[config.mk]
export PLATFORM = sky130hd
export DESIGN_NAME = nrisc_multicycle_ctrl_flat
export DESIGN_NICKNAME = d
export VERILOG_FILES = /design/src/rtl/nrisc_multicycle_ctrl_if.sv /design/src/rtl/nrisc_multicycle_ctrl.sv /design/src/flat_wrapper.sv
export SDC_FILE = /design/constraint.sdc
export NUM_CORES = 1
export LEC_CHECK = 0
export ABC_AREA = 1
export BUFFER_PORTS_ARGS = -buffer_cell sky130_fd_sc_hd__buf_2
export CAP_MARGIN = 20
export CORE_MARGIN = 3
export CORE_UTILIZATION = 49
export DETAILED_ROUTE_END_ITERATION = 7
export HOLD_SLACK_MARGIN = 0.08
export PLACE_DENSITY = 0.76
export SLEW_MARGIN = 20
export SYNTH_ARGS = -nofsm -noshare
export SYNTH_HDL_FRONTEND = slang
export SYNTH_SLANG_ARGS = --single-unit
[constraint.sdc]
create_clock -name Clock -period 1.4 [get_ports Clock]
set_input_delay 0.14 -clock Clock [delete_from_list [all_inputs] [get_ports Clock]]
set_output_delay 0.14 -clock Clock [all_outputs]
set_load 0.005 [all_outputs]
[src/rtl/nrisc_multicycle_ctrl_if.sv]
// Control bus between the nRisc multi-cycle controller and its datapath/memory.
// master = controller side, slave = datapath side.
interface nrisc_multicycle_ctrl_if #(
    parameter int CNT_W = 8
);
    logic             run;
    logic [2:0]       Opcode;
    logic             Zero;
    logic             mem_ready;
    logic             PcWrite;
    logic             PcSrc;
    logic             IorD;
    logic             IrWrite;
    logic             MemRead;
    logic             MemWrite;
    logic             MemToReg;
    logic             RegWrite;
    logic             ULASrc;
    logic             Slt;
    logic             Branch;
    logic             BeqOrBne;
    logic [1:0]       ULAOp;
    logic             halted;
    logic             error;
    logic [CNT_W-1:0] instr_count;

    modport master (
        input  run, Opcode, Zero, mem_ready,
        output PcWrite, PcSrc, IorD, IrWrite, MemRead, MemWrite, MemToReg, RegWrite,
               ULASrc, Slt, Branch, BeqOrBne, ULAOp, halted, error, instr_count
    );

    modport slave (
        output run, Opcode, Zero, mem_ready,
        input  PcWrite, PcSrc, IorD, IrWrite, MemRead, MemWrite, MemToReg, RegWrite,
               ULASrc, Slt, Branch, BeqOrBne, ULAOp, halted, error, instr_count
    );
endinterface

[src/rtl/nrisc_multicycle_ctrl.sv]
// Multi-cycle control FSM for the 8-bit nRisc: FETCH/DECODE/EXEC/MEM/WB with a
// memory ready handshake, timeout to ERROR, halt status and retired-instruction counter.
module nrisc_multicycle_ctrl #(
    parameter int MEM_TIMEOUT = 16,
    parameter int CNT_W       = 8
) (
    input  logic                    Clock,
    input  logic                    reset,
    nrisc_multicycle_ctrl_if.master bus
);
    localparam int WAIT_W = $clog2(MEM_TIMEOUT + 1);
    localparam logic [WAIT_W-1:0] WAIT_LAST = WAIT_W'(MEM_TIMEOUT - 1);

    typedef enum logic [2:0] {
        S_FETCH, S_DECODE, S_EXEC, S_MEM, S_WB, S_HALT, S_ERROR
    } state_t;

    state_t            state_reg;
    logic [WAIT_W-1:0] wait_cnt_reg;
    logic              fetch_pending_reg;
    logic [CNT_W-1:0]  count_reg;
    logic              halted_reg;
    logic              error_reg;

    logic is_add, is_sub, is_slt, is_lw, is_sw, is_beq, is_bne, is_halt;
    logic fetch_req, branch_taken;

    assign is_add  = (bus.Opcode == 3'b000);
    assign is_sub  = (bus.Opcode == 3'b001);
    assign is_slt  = (bus.Opcode == 3'b010);
    assign is_lw   = (bus.Opcode == 3'b011);
    assign is_sw   = (bus.Opcode == 3'b100);
    assign is_beq  = (bus.Opcode == 3'b101);
    assign is_bne  = (bus.Opcode == 3'b110);
    assign is_halt = (bus.Opcode == 3'b111);

    // Once a fetch has been requested it stays requested even if run drops.
    assign fetch_req    = bus.run | fetch_pending_reg;
    assign branch_taken = (is_beq & bus.Zero) | (is_bne & ~bus.Zero);

    logic       mem_read, mem_write, iord, ir_write, pc_write, pc_src;
    logic       reg_write, mem_to_reg, ula_src, slt, branch, beq_or_bne;
    logic [1:0] ula_op;

    // Gating on reset makes the strobes drop the instant reset asserts.
    always_comb begin
        mem_read   = 1'b0;
        mem_write  = 1'b0;
        iord       = 1'b0;
        ir_write   = 1'b0;
        pc_write   = 1'b0;
        pc_src     = 1'b0;
        reg_write  = 1'b0;
        mem_to_reg = 1'b0;
        ula_src    = 1'b0;
        slt        = 1'b0;
        branch     = 1'b0;
        beq_or_bne = 1'b0;
        ula_op     = 2'b00;
        if (reset) begin
            case (state_reg)
                S_FETCH: begin
                    if (fetch_req) begin
                        mem_read = 1'b1;
                        if (bus.mem_ready) begin
                            ir_write = 1'b1;
                            pc_write = 1'b1;
                        end
                    end
                end
                S_EXEC: begin
                    if (is_sub) ula_op = 2'b01;
                    if (is_slt) begin
                        ula_op = 2'b10;
                        slt    = 1'b1;
                    end
                    if (is_lw || is_sw) ula_src = 1'b1;
                    if (is_beq || is_bne) begin
                        ula_op     = 2'b01;
                        branch     = 1'b1;
                        beq_or_bne = is_beq;
                        if (branch_taken) begin
                            pc_write = 1'b1;
                            pc_src   = 1'b1;
                        end
                    end
                end
                S_MEM: begin
                    iord      = 1'b1;
                    mem_read  = is_lw;
                    mem_write = is_sw;
                end
                S_WB: begin
                    reg_write  = 1'b1;
                    mem_to_reg = is_lw;
                    slt        = is_slt;
                end
                default: ;
            endcase
        end
    end

    always_ff @(posedge Clock or negedge reset) begin
        if (!reset) begin
            state_reg         <= S_FETCH;
            wait_cnt_reg      <= '0;
            fetch_pending_reg <= 1'b0;
            count_reg         <= '0;
            halted_reg        <= 1'b0;
            error_reg         <= 1'b0;
        end else begin
            case (state_reg)
                S_FETCH: begin
                    if (fetch_req) begin
                        if (bus.mem_ready) begin
                            state_reg         <= S_DECODE;
                            wait_cnt_reg      <= '0;
                            fetch_pending_reg <= 1'b0;
                        end else if (wait_cnt_reg == WAIT_LAST) begin
                            state_reg <= S_ERROR;
                            error_reg <= 1'b1;
                        end else begin
                            wait_cnt_reg      <= wait_cnt_reg + 1'b1;
                            fetch_pending_reg <= 1'b1;
                        end
                    end
                end
                S_DECODE: begin
                    if (is_halt) begin
                        state_reg  <= S_HALT;
                        halted_reg <= 1'b1;
                    end else begin
                        state_reg <= S_EXEC;
                    end
                end
                S_EXEC: begin
                    if (is_add || is_sub || is_slt) begin
                        state_reg <= S_WB;
                    end else if (is_lw || is_sw) begin
                        state_reg    <= S_MEM;
                        wait_cnt_reg <= '0;
                    end else begin
                        // Branches retire here; halt cannot reach EXEC.
                        state_reg    <= S_FETCH;
                        wait_cnt_reg <= '0;
                        if (!is_halt) count_reg <= count_reg + CNT_W'(1);
                    end
                end
                S_MEM: begin
                    if (bus.mem_ready) begin
                        wait_cnt_reg <= '0;
                        if (is_lw) begin
                            state_reg <= S_WB;
                        end else begin
                            state_reg <= S_FETCH;
                            count_reg <= count_reg + CNT_W'(1);
                        end
                    end else if (wait_cnt_reg == WAIT_LAST) begin
                        state_reg <= S_ERROR;
                        error_reg <= 1'b1;
                    end else begin
                        wait_cnt_reg <= wait_cnt_reg + 1'b1;
                    end
                end
                S_WB: begin
                    state_reg    <= S_FETCH;
                    wait_cnt_reg <= '0;
                    count_reg    <= count_reg + CNT_W'(1);
                end
                S_HALT:  state_reg <= S_HALT;
                S_ERROR: state_reg <= S_ERROR;
                default: begin
                    state_reg <= S_ERROR;
                    error_reg <= 1'b1;
                end
            endcase
        end
    end

    assign bus.MemRead     = mem_read;
    assign bus.MemWrite    = mem_write;
    assign bus.IorD        = iord;
    assign bus.IrWrite     = ir_write;
    assign bus.PcWrite     = pc_write;
    assign bus.PcSrc       = pc_src;
    assign bus.RegWrite    = reg_write;
    assign bus.MemToReg    = mem_to_reg;
    assign bus.ULASrc      = ula_src;
    assign bus.Slt         = slt;
    assign bus.Branch      = branch;
    assign bus.BeqOrBne    = beq_or_bne;
    assign bus.ULAOp       = ula_op;
    assign bus.halted      = halted_reg;
    assign bus.error       = error_reg;
    assign bus.instr_count = count_reg;
endmodule
[src/flat_wrapper.sv]
// flat-port wrapper written by rule: the top's interface ports become plain ports
module nrisc_multicycle_ctrl_flat 
#(
    parameter int MEM_TIMEOUT = 16,
    parameter int CNT_W       = 8
)
  (Clock, reset, bus_run, bus_Opcode, bus_Zero, bus_mem_ready, bus_PcWrite, bus_PcSrc, bus_IorD, bus_IrWrite, bus_MemRead, bus_MemWrite, bus_MemToReg, bus_RegWrite, bus_ULASrc, bus_Slt, bus_Branch, bus_BeqOrBne, bus_ULAOp, bus_halted, bus_error, bus_instr_count);
  nrisc_multicycle_ctrl_if #(.CNT_W(CNT_W)) bus_i ();
  input  logic Clock;
  input  logic reset;
  input wire logic [$bits(bus_i.run)-1:0] bus_run;
  input wire logic [$bits(bus_i.Opcode)-1:0] bus_Opcode;
  input wire logic [$bits(bus_i.Zero)-1:0] bus_Zero;
  input wire logic [$bits(bus_i.mem_ready)-1:0] bus_mem_ready;
  output wire logic [$bits(bus_i.PcWrite)-1:0] bus_PcWrite;
  output wire logic [$bits(bus_i.PcSrc)-1:0] bus_PcSrc;
  output wire logic [$bits(bus_i.IorD)-1:0] bus_IorD;
  output wire logic [$bits(bus_i.IrWrite)-1:0] bus_IrWrite;
  output wire logic [$bits(bus_i.MemRead)-1:0] bus_MemRead;
  output wire logic [$bits(bus_i.MemWrite)-1:0] bus_MemWrite;
  output wire logic [$bits(bus_i.MemToReg)-1:0] bus_MemToReg;
  output wire logic [$bits(bus_i.RegWrite)-1:0] bus_RegWrite;
  output wire logic [$bits(bus_i.ULASrc)-1:0] bus_ULASrc;
  output wire logic [$bits(bus_i.Slt)-1:0] bus_Slt;
  output wire logic [$bits(bus_i.Branch)-1:0] bus_Branch;
  output wire logic [$bits(bus_i.BeqOrBne)-1:0] bus_BeqOrBne;
  output wire logic [$bits(bus_i.ULAOp)-1:0] bus_ULAOp;
  output wire logic [$bits(bus_i.halted)-1:0] bus_halted;
  output wire logic [$bits(bus_i.error)-1:0] bus_error;
  output wire logic [$bits(bus_i.instr_count)-1:0] bus_instr_count;
  assign bus_i.run = bus_run;
  assign bus_i.Opcode = bus_Opcode;
  assign bus_i.Zero = bus_Zero;
  assign bus_i.mem_ready = bus_mem_ready;
  assign bus_PcWrite = bus_i.PcWrite;
  assign bus_PcSrc = bus_i.PcSrc;
  assign bus_IorD = bus_i.IorD;
  assign bus_IrWrite = bus_i.IrWrite;
  assign bus_MemRead = bus_i.MemRead;
  assign bus_MemWrite = bus_i.MemWrite;
  assign bus_MemToReg = bus_i.MemToReg;
  assign bus_RegWrite = bus_i.RegWrite;
  assign bus_ULASrc = bus_i.ULASrc;
  assign bus_Slt = bus_i.Slt;
  assign bus_Branch = bus_i.Branch;
  assign bus_BeqOrBne = bus_i.BeqOrBne;
  assign bus_ULAOp = bus_i.ULAOp;
  assign bus_halted = bus_i.halted;
  assign bus_error = bus_i.error;
  assign bus_instr_count = bus_i.instr_count;
  nrisc_multicycle_ctrl #(.MEM_TIMEOUT(MEM_TIMEOUT), .CNT_W(CNT_W)) u_core (.Clock(Clock), .reset(reset), .bus(bus_i));
endmodule
### After elaboration in Yosys (flattened, before gate mapping)

Index checks and enable logic that the tools add are counted.

* logic and storage cells: 113
* input bits: 8
* flip-flop bits (word level): 19

* eq/ne operators: 21
* bitwise operators: 6
* reduce and logical (&&, ||, !) cells: 14
* muxes and demuxes: 64
* $add $sub $neg: 2

Operators with widths (number)
* $mux 8: 5
* $mux 1: 36
* $pmux 8 s3: 1
* $eq 3x3->1 const B: 7
* $mux 3: 7
* $mux 5: 4
* $pmux 5 s4: 1
* $pmux 3 s6: 1
* $eq 3x2->1 const B: 4
* $ne 2x2->1 const B: 6
* $mux 2: 5
* $add 8x1->8 const B: 1
* $eq 3x1->1 const B: 2
* $logic_not 3->1: 2
* $pmux 1 s2: 3
* $reduce_and 3->1: 2
* $reduce_and 6->1: 1
* $add 5x1->5 const B: 1
* $eq 5x4->1 const B: 1
* $reduce_or 5->1: 1
* $logic_or 1x1->1: 4
* $reduce_and 2->1: 2
* $reduce_bool 4->1: 1
* $pmux 1 s3: 1
* other kinds (5): 8

### Logic depth before layout (Yosys ltp)

* word-level depth: 7
* gate-level depth with buffers: 11
* mapped depth without buffers: 11

### Worst setup path before layout

OpenSTA, ideal clock, no wires.

* path kind: flip-flop to flip-flop
* start point: register u_core.wait_cnt_reg[0]
* end point: register u_core.wait_cnt_reg[4]
* period minus slack after synthesis: 1477 ps
* stages on the path, launching flop included: 12
* required time: 1324 ps
* setup time: 76 ps
* arrival: 1401 ps
* path slack: -77 ps
* cells stage by stage: dfrtp_1 ha_1 nand2_1 nor2_1 ha_1 inv_1 nor2_1 nand3_1 nand2_2 nor2_4 nand2_1 o21ai_1

* word-level cells in the longest chain between the ends: 5

RTL lines
* start: declaration: RTL line nrisc_multicycle_ctrl.sv:19 `logic [WAIT_W-1:0] wait_cnt_reg;`
* start signal: assignment: RTL line nrisc_multicycle_ctrl.sv:123 `wait_cnt_reg <= wait_cnt_reg + 1'b1;`
* start signal: assignment: RTL line nrisc_multicycle_ctrl.sv:162 `wait_cnt_reg <= wait_cnt_reg + 1'b1;`
* $add 5x1->5 / $eq 5x4->1 (equally long branches)
* $mux 5 *: RTL line nrisc_multicycle_ctrl.sv:119, nrisc_multicycle_ctrl.sv:158
* $mux 5 *: RTL line nrisc_multicycle_ctrl.sv:115 `if (bus.mem_ready) begin`
* $mux 5: RTL line nrisc_multicycle_ctrl.sv:114 `if (fetch_req) begin`
* $pmux 5 s4 *: RTL line nrisc_multicycle_ctrl.sv:112 `case (state_reg)`

Every way passes the cells marked *; elsewhere a longest branch is shown, timed or not. The select of a mux whose other input is x is not followed.
A chain may end at the register's enable or synchronous reset.

### Worst setup path in the final report

* start point: register u_core.state_reg[2]
* end point: output bus_PcWrite

* word-level cells in the longest chain between the ends: 3

RTL lines
* start: declaration: RTL line nrisc_multicycle_ctrl.sv:18 `state_t state_reg;`
* start signal: assignment: RTL line nrisc_multicycle_ctrl.sv:105 `state_reg <= S_FETCH;`
* start signal: assignment: RTL line nrisc_multicycle_ctrl.sv:116 `state_reg <= S_DECODE;`
* start signal: assignment: RTL line nrisc_multicycle_ctrl.sv:120 `state_reg <= S_ERROR;`
* $eq 3x2->1 / $logic_not 3->1 (equally long branches): RTL line nrisc_multicycle_ctrl.sv:61 `case (state_reg)`
* $pmux 1 s2 *: RTL line nrisc_multicycle_ctrl.sv:61
* $mux 1 *: RTL line nrisc_multicycle_ctrl.sv:60 `if (reset) begin`
* end: declaration: RTL line flat_wrapper.sv:15 `output wire logic [$bits(bus_i.PcWrite)-1:0] bus_PcWrite;`

Every way passes the cells marked *; elsewhere a longest branch is shown, timed or not.

==> metrics.md <==
| Metric | Value |
|---|---|
| Pre-CTS WS | `-0.167 ns` |
| Top-count cell post-synth | `nand2_1` |
| Worst EP arrival | `1.53 ns` |
| CTS Buf Count | `3` |
| Hold_sp | `bus_mem_ready` |
| R2R setup slack | `-0.16 ns` |
| Ys flop type | `dfrtp_1` |
| Avg Cell Area, Syn | `6.62 um^2` |
| Clock Root Buffer | `clkbuf_4` |
| Area Overhead vs Synth | `51.9%` |
| Share of the synthesized area in the top cell type | `0.324` |
| Tmin final | `1.67 ns` |
| Via density | `5.40` |
| Cell Pwr Density | `1630 nW/um^2` |
| Max reg flops | `8` |
| Dpl cell area | `1780 um^2` |
| Area of the die | `3690 um^2` |
| Outcome | `complete, but fails checks` |
| Antenna viol nets, final | `0` |
| Largest net degree at the start of global routing | `20` |
| Power, Total | `3640 uW` |
| R2R Path End | `u_core.bus.instr_count[2]` |
| Cell count after synthesis | `222` |
| Slew margin rel. | `0.765` |
| Final worst slack | `-0.270 ns` |
| Count of yosys warnings during synthesis | `0` |
| Nets | `303` |
| Die Span X | `60.8 um` |
| 1st-iter DRT viols | `137` |
| Worst-path maximum fanout | `6` |
| Vias | `1,735` |
| Die H | `60.8 um` |
| Pleak | `0.00120 uW` |
| Max-slew violations | `0` |
| DRC Markers | `0` |
| Syn Std Cell Area | `1470 um^2` |
| All-Layer GR Usage | `0.232` |
| Library cells used by synthesis | `24` |
| Gr ovfl total | `0` |
| Worst-margin pin slew | `0.352 ns` |
| Filler Cell Count | `196` |
| DPL Wire Length | `2660 um` |
| Seq/Total Area, Yosys | `0.324` |
| Post-synth EDFFs | `0` |
| Async SR Flop Fraction | `1.00` |
| CTS tree | `done` |
| First-pass GRT wire length | `6470 um` |
| Setup crit end | `bus_PcWrite` |
| Post-Syn Nets | `234` |
| Share of cells above drive strength 1 | `0.486` |
| Period Utilization, post-route | `1.19` |
| Yosys top cell by area | `dfrtp_1` |
| Setup crit start | `u_core.state_reg[2]` |
| Finished Core Util | `0.795` |
| H-tree levels | `1` |
| Post-Route WL | `4460 um` |
| I/O pin count | `32` |
| Clock transition at the registers of the reported paths | `0.12 ns` |
| N_diodes | `0` |
| # Max-Cap Violations | `0` |
| Largest cells by area after synthesis | `dfrtp_1 32%, nand2_1 15%, nand3_1 8.9%, nor2_1 8.7%, inv_1 5.6%` |
| Final instance area | `2230 um^2` |
| Final Wtd Congestion | `0.899` |
| Required time of the critical path | `1.26 ns` |
| Port bufs | `31` |
| Synth cell count leaders | `58 x nand2_1, 34 x nor2_1, 26 x nand3_1` |
| Critical path startpoint category | `flip-flop` |
| Drt wl/cell | `13.9 um` |
| # setup viols final | `30` |
| Hold Crit Class | `in2reg` |
| Worst-Skew Late Latency | `0.30 ns` |
| Initial antenna violation count | `0` |
| Clock sink count | `19` |
| Worst IR Drop VDD | `0.000926 V` |
| Post-synthesis sequential element count | `19` |
| Starting Density | `0.524` |
| Critical path type | `reg2out` |
| Number of global-route vias before repair | `1,506` |
| Clk buf depth | `2` |
| Setup Skew | `0.0127 ns` |
| Rows | `19` |
| Final Hold Viols | `0` |
| CP endpoint kind | `primary output` |
| TritonRoute pass-1 iters | `4` |
| Worst R2R Start | `u_core.state_reg[0]` |
| Failing checks | `negative setup slack` |
| RSZ-0062 raised after global routing | `true` |
| Fmax | `0.599 GHz` |
| Core area | `2810 um^2` |
| Reg2Reg Depth | `12` |
## cell usage in the layout, fill, tap and decap left out
cell type,synthesis,routed
a21o_1,1,1
a21oi_1,12,6
a21oi_2,0,6
buf_12,0,2
buf_2,0,31
buf_4,0,22
buf_6,2,10
clkbuf_4,0,3
clkinv_1,1,1
clkinv_2,0,1
dfrtp_1,19,16
dfrtp_2,0,3
dlygate4sd3_1,0,1
ha_1,4,1
ha_2,0,1
ha_4,0,2
inv_1,22,18
inv_2,2,6
nand2_1,58,48
nand2_2,11,15
nand2_4,2,8
nand3_1,26,14
nand3_2,0,11
nand3_4,0,1
nand3b_1,1,1
nand4_1,2,2
nor2_1,34,27
nor2_2,3,5
nor2_4,4,9
nor3_1,3,3
nor3b_2,0,1
o21ai_0,6,3
o21ai_1,3,3
o21ai_2,0,3
or2_2,1,1
xnor2_1,1,1
xor2_1,3,3
## worst min path at each step
| stage | slack, ns | to | depth (start not counted) |
|---|---|---|---|
| 6_report | 0.13 | u_core.fetch_pending_reg | 2 |
| 5_1_grt | 0.14 | u_core.fetch_pending_reg | 2 |
| 4_1_cts | 0.12 | u_core.fetch_pending_reg | 2 |
| 3_5_place_dp | 0.19 | u_core.bus.instr_count[1] | 2 |
| 3_3_place_gp | 0.19 | u_core.wait_cnt_reg[0] | 2 |
| 2_1_floorplan | -0.16 | u_core.bus.error | 0 |
## critical path, stage by stage, from the launching register on
cell	delay, ns
dfrtp_2	0.47
inv_1	0.16
nand2_2	0.10
nor2_4	0.14
nand2_2	0.07
a21oi_1	0.13
buf_2	0.14
## cells by family (layout without fill, tap and decap cells)
kind of cell,after synthesis,after routing,share of synthesized area
compound gates,22,22,0.0767
xor+xnor,4,4,0.0239
fa+ha+maj,4,4,0.0341
buf+inv,27,95,0.0792
flops,19,19,0.324
simple gates,146,146,0.463
## metal layers
layer | wire (um) | part of all wire | track usage | vias up
met3 | 194 | 0.044 | 0.0319 | 12
met5 | 0 | 0 | 0 | -
met1 | 1940 | 0.43 | 0.284 | 818
met2 | 2230 | 0.50 | 0.406 | 56
li1 | - | - | - | 849
met4 | 101 | 0.023 | 0.0960 | 0
## final cells by class
type,count,area [um^2],area share
Inverter,25,93.8,0.0421
Clock buffer,3,22.5,0.0101
Multi-Input combinational cell,176,1110,0.497
Clock inverter,1,5.00,0.00224
Timing Repair Buffer,66,483,0.216
Tap cell,31,38.8,0.0174
Sequential cell,19,479,0.215
## per-stage QoR
stage,hold WS [ns],instances,TNS [ns]
6_report,0.132,321,-4.82
5_1_grt,0.141,321,-6.82
4_1_cts,0.115,318,-3.56
3_5_place_dp,0.191,300,-1.28
3_3_place_gp,0.188,300,-1.05
2_1_floorplan,-0.156,222,-0.369
## power breakdown
| part | internal (uW) | leakage [uW] | switching, uW |
|---|---|---|---|
| clock network | 106 | 0.0000177 | 174 |
| logic | 1100 | 0.000949 | 1380 |
| registers | 695 | 0.000238 | 185 |
| total | 1900 | 0.00120 | 1740 |
## timing repair
action,4_1_cts,5_1_grt
pin swaps,17,21
hold buffers,1,1
endpoints found under the hold margin,19,19
setup endpoints to repair,31,35
buffers inserted,13,6
gates resized for setup,37,38
Note: power is estimated with default switching activity, not from simulation.
